### config.mk
export PLATFORM = sky130hd
export DESIGN_NAME = ah_write_master_instruction
export DESIGN_NICKNAME = d
export VERILOG_FILES = /design/src/rtl/ah_write_master_instruction.sv
export SDC_FILE = /design/constraint.sdc
export NUM_CORES = 1
export LEC_CHECK = 0
export BUFFER_PORTS_ARGS = -buffer_cell sky130_fd_sc_hd__buf_4
export CAP_MARGIN = 20
export CORE_MARGIN = 5
export CORE_UTILIZATION = 55
export DETAILED_ROUTE_END_ITERATION = 16
export PLACE_DENSITY_LB_ADDON = 0.3
export SYNTH_ARGS = -nofsm -noshare
export SYNTH_HDL_FRONTEND = slang
export SYNTH_SLANG_ARGS = --single-unit
### constraint.sdc
create_clock -name clk -period 9.25 [get_ports clk]
set_clock_uncertainty 0.15 [all_clocks]
set_input_delay 1.85 -clock clk [delete_from_list [all_inputs] [get_ports clk]]
set_output_delay 1.85 -clock clk [all_outputs]
set_load 0.02 [all_outputs]
### src/rtl/ah_write_master_instruction.sv
// ah_write_master_instruction: custom instruction that buffers words into a FIFO and streams them out as Avalon writes
// Ports: clk/reset (sync, active high); dataa/datab/n/start/clk_en -> result/done custom-instruction side;
// master_address/master_write/master_byteenable/master_writedata/master_waitrequest Avalon write-master side.
// Optional feature: define AH_WRITE_COUNT_EN to add a 16-bit completed-transfer counter reported by STATUS.
module ah_write_master_instruction #(
    parameter int M_ADDR_WIDTH    = 24,
    parameter int M_DATA_WIDTH    = 16,
    parameter int BYTEENABLEWIDTH = 2,
    parameter int FIFO_DEPTH      = 8
) (
    input  logic                       clk,
    input  logic                       reset,
    input  logic [31:0]                dataa,
    input  logic [31:0]                datab,
    input  logic [1:0]                 n,
    input  logic                       start,
    input  logic                       clk_en,
    output logic [31:0]                result,
    output logic                       done,
    output logic [M_ADDR_WIDTH-1:0]    master_address,
    output logic                       master_write,
    output logic [BYTEENABLEWIDTH-1:0] master_byteenable,
    output logic [M_DATA_WIDTH-1:0]    master_writedata,
    input  logic                       master_waitrequest
);
    localparam int AW = $clog2(FIFO_DEPTH);
    localparam int CW = AW + 1;
    localparam logic [1:0] OP_SETBASE = 2'd0;
    localparam logic [1:0] OP_PUSH    = 2'd1;
    localparam logic [1:0] OP_STATUS  = 2'd2;

    typedef enum logic [1:0] {IDLE, WAIT, DONE} state_t;

    state_t                  state_q, state_d;
    logic [1:0]              op_q, op_d;
    logic [31:0]             arg_q, arg_d;
    logic [31:0]             result_q, result_d;
    logic [M_ADDR_WIDTH-1:0] addr_q, addr_d;
    logic [CW-1:0]           count_q, count_d;
    logic [AW-1:0]           rd_q, rd_d, wr_q, wr_d;
    logic [M_DATA_WIDTH-1:0] mem_q [FIFO_DEPTH];
    logic                    accept, complete, push, pop, setbase, full, empty;
    logic [15:0]             status_hi;
    logic                    unused_ok;

`ifdef AH_WRITE_COUNT_EN
    logic [15:0] xfer_q, xfer_d;
    always_comb xfer_d = setbase ? 16'h0 : xfer_q + 16'(pop);
    always_ff @(posedge clk) xfer_q <= reset ? 16'h0 : xfer_d;
    assign status_hi = xfer_q;
`else
    assign status_hi = 16'h0;
`endif

    assign unused_ok = ^{datab, arg_q};

    always_comb begin
        full     = count_q == CW'(FIFO_DEPTH);
        empty    = count_q == '0;
        pop      = !empty && !master_waitrequest;
        accept   = state_q == IDLE && start && clk_en;
        // SETBASE and FLUSH both wait for the write stream to drain
        complete = state_q == WAIT && (op_q == OP_PUSH ? !full : op_q == OP_STATUS ? 1'b1 : empty);
        push     = complete && op_q == OP_PUSH;
        setbase  = complete && op_q == OP_SETBASE;
        state_d  = accept ? WAIT : state_q == WAIT ? (complete ? DONE : WAIT) : IDLE;
        op_d     = accept ? n : op_q;
        arg_d    = accept ? dataa : arg_q;
        result_d = complete && op_q == OP_STATUS ? {status_hi, 8'h0, 8'(count_q)} : 32'h0;
        count_d  = count_q + CW'(push) - CW'(pop);
        rd_d     = rd_q + AW'(pop);
        wr_d     = wr_q + AW'(push);
        // setbase requires an empty FIFO, so it can never coincide with a pop
        addr_d   = setbase ? arg_q[M_ADDR_WIDTH-1:0] : pop ? addr_q + M_ADDR_WIDTH'(BYTEENABLEWIDTH) : addr_q;
    end

    always_ff @(posedge clk) begin
        if (reset) begin
            state_q  <= IDLE;
            op_q     <= 2'd0;
            arg_q    <= 32'h0;
            result_q <= 32'h0;
            addr_q   <= '0;
            count_q  <= '0;
            rd_q     <= '0;
            wr_q     <= '0;
        end else begin
            state_q  <= state_d;
            op_q     <= op_d;
            arg_q    <= arg_d;
            result_q <= result_d;
            addr_q   <= addr_d;
            count_q  <= count_d;
            rd_q     <= rd_d;
            wr_q     <= wr_d;
        end
    end

    always_ff @(posedge clk) begin
        if (push) mem_q[wr_q] <= arg_q[M_DATA_WIDTH-1:0];
    end

    assign result            = result_q;
    assign done              = state_q == DONE;
    assign master_address    = addr_q;
    assign master_write      = !empty;
    assign master_byteenable = '1;
    assign master_writedata  = mem_q[rd_q];
endmodule

==> impl_metrics.toml <==
[timing]
fmax_mhz = 221
finalSetupTns_ps = 0
min_period_ps = 4520
period_share_pct = 48.9
tightest_slew_ps = 1100
finalSetupViolations = 0
finalHoldViolCount = 0
drv_slew = 0
rsz0062_at_grt = "no"
slew_headroom_pct = 26.7

[synth]
synthDistinctLibCells = 52
synth_flop_cell = "edfxtp_1"
ys_seq_area_share_pct = 62.9
ys.warnings.count = 0
synth_area_mm2 = 0.00821
ys_ff_latch = 194
synth_edf_count = 128
syn_inst = 606
synth_async_sr_flop_share_pct = 0
syn_avg_cell_area_um2 = 13.5

[floorplan]
rows = 44
coreArea_mm2 = 0.0146
io_pins = 147
die_area_mm2 = 0.0175
die_h_um = 132
fp.dieW_um = 132
start_util_pct = 56.3

[critical_path]
criticalPathCategory = "reg2out"
rr_startpoint = "count_q[2]"
cp_num_buf_inv = 2
crit_family = "multiplexers"
end_kind = "output pin"
r2r-end = "count_q[2]"
slowest_delay_ps = 630
critPathLaunchType = "flop"
worst-path-max-fanout = 20
crit_arrival_ps = 2520
crit_slowest_cell = "dfxtp_2"
reg2reg_slack_ps = 5350
r2r_cells = 13
critical_path.most_common_cell = "buf_4"
crit_required_ps = 7250
path_cells = "buf_4, mux4_2, mux2_2, buf_4"
critical_path.startpoint = "rd_q[0]"

[routing]
routed-via-count = 5169
drt-total-wl_mm = 17.3
drtIter0Drc = 347
ant_nets = 0
drc = 0
avgViaCountPerCell = 5.93
wl_per_cell_um = 19.9
dr.pass1.iters = 5

[pwr]
powerDensity_mw_per_mm2 = 233
leakage_nw = 3.25
ir_drop_mv = 0.146

[hold_path]
min_to = "arg_q[18]"
hp-class = "reg2reg"
hp-start = "arg_q[18]"
hold_path_depth = 2

[run_status]
status = "finished clean"

[clock_network]
numCtsBuffers = 17
cts_setup_buffers = 0
cts.path.max_buffers = 2
clk_pin_slew_ps = 70
cts.htree.levels = 4
clk-insertion-delay-late_ps = 420
cts_tree = "done"
root_buffer = "clkbuf_16"
cts.repair.resized = 0
holdBufCountCts = 0
clock-sinks = 194

[cells_and_area]
layout-drive-gt1-share_pct = 26.1
nNetsFinal = 757
fin_util_pct = 64.7
n_antenna_cell = 0
area_growth_syn_to_layout_pct = 14.9

[placement]
hpwl_mm = 11.0
port-buffer-count = 76
finalWeightedCongestion = 0.892

[global_routing]
antenna_found_initial = 0
grt_pass1_wl_mm = 27.7
gr-usage-all-layers_pct = 20.0
grt_overflow_total = 0
grt_pass1_vias = 5263
grt_max_degree = 73

[job]
max_cap_violations = 0
[cell usage after synthesis, types with 9 or more instances]
master	count	area share, %
a21oi_1	35	2.1
a31oi_1	11	0.84
buf_4	31	2.8
clkbuf_1	18	0.82
dfxtp_1	66	16
edfxtp_1	128	47
ha_1	11	1.7
inv_1	19	0.87
mux2_2	16	2.2
mux4_2	32	8.8
nand2_1	79	3.6
nand4_1	10	0.76
nor2_1	17	0.78
nor2b_1	9	0.69
nor4_1	10	0.76
[kinds of logic (layout without fill, tap and decap cells)]
group | count (synthesis) | in the layout | synth area share (%)
other cells | 2 | 30 | 0.0915
xor+xnor | 6 | 6 | 0.640
mux | 48 | 48 | 11.0
compound gates | 90 | 90 | 7.30
flops | 194 | 194 | 62.9
fa+ha+maj | 12 | 12 | 1.92
buf+inv | 82 | 135 | 5.29
simple gates | 172 | 172 | 10.9
[state kept, by name, summed over array words and instances (netlist names)]
name	count
wr_q	3
op_q	2
rd_q	3
arg_q	24
result	4
state_q	2
master_address	24
mem_q	128
count_q	4
[layer usage]
layer / track usage (%) / routed length, µm / vias to the layer above
li1: - / - / 2383
met1: 26.1 / 7280 / 2554
met2: 34.0 / 8590 / 200
met3: 4.58 / 1100 / 32
met4: 5.77 / 334 / 0
met5: 0 / 0 / -
[how the worst max path moves through the flow]
stage	to	cells after the start
detailed placement	count_q[2]	11
CTS	master_writedata[15]	4
global route	master_writedata[1]	4
finish	master_writedata[2]	4
floorplan	count_q[2]	12
global placement	count_q[2]	11
[per-stage QoR]
step	hold slack (ps)	setup slack [ps]	instance area [µm²]	instances	total power [mW]
final	307	4730	9440	871	2.20
after global routing	337	4520	9440	871	2.30
after CTS	309	4640	9420	870	2.21
after detailed placement	299	4750	8840	838	1.50
after global placement	298	4830	8840	838	1.49
after floorplan	286	5360	8320	634	1.37
[power by group]
part | switching (mW) | internal [mW] | leakage, nW
logic | 0.235 | 0.228 | 1.25
clock network | 0.318 | 0.401 | 0.286
registers | 0.0658 | 0.949 | 1.72
total | 0.619 | 1.58 | 3.25
[cells in the final DEF, fill, tap and decap left out, types with 4 or more instances in the layout]
cell type,instances
edfxtp_1,128
buf_4,83
nand2_1,79
dfxtp_1,64
a21oi_1,35
mux4_2,32
conb_1,30
inv_1,19
clkbuf_16,17
mux2_2,16
nor2_1,16
a31oi_1,11
ha_1,11
nand4_1,10
nor2b_1,9
nor4_1,9
o211ai_1,8
and3_1,7
a22oi_1,7
or4_1,6
o311ai_0,6
a32oi_1,6
nand3_1,5
or3_1,5
nor3_1,5
inv_6,4
clkinv_4,4
[worst register-to-register path, cell delays in order, from the launching register on]
cell and delay (ps):
dfxtp_1 310, inv_1 90, ha_1 180, nor3b_2 580, inv_1 250, nand2_1 500, inv_1 420, ha_1 400
inv_1 60, ha_1 160, inv_1 60, fa_1 380, xor2_1 180, nor2_1 60
[area by class of cell]
type                    instances  area, µm²
well taps                     184        230
multi-input cells             358       2750
repair buffers                 84        638
inverters                      19       71.3
fillers                      1049       5150
flip-flops and latches        194       5170
clock buffers                  17        425
clock inverters                15        156
Note: power is estimated with default switching activity, not from simulation.
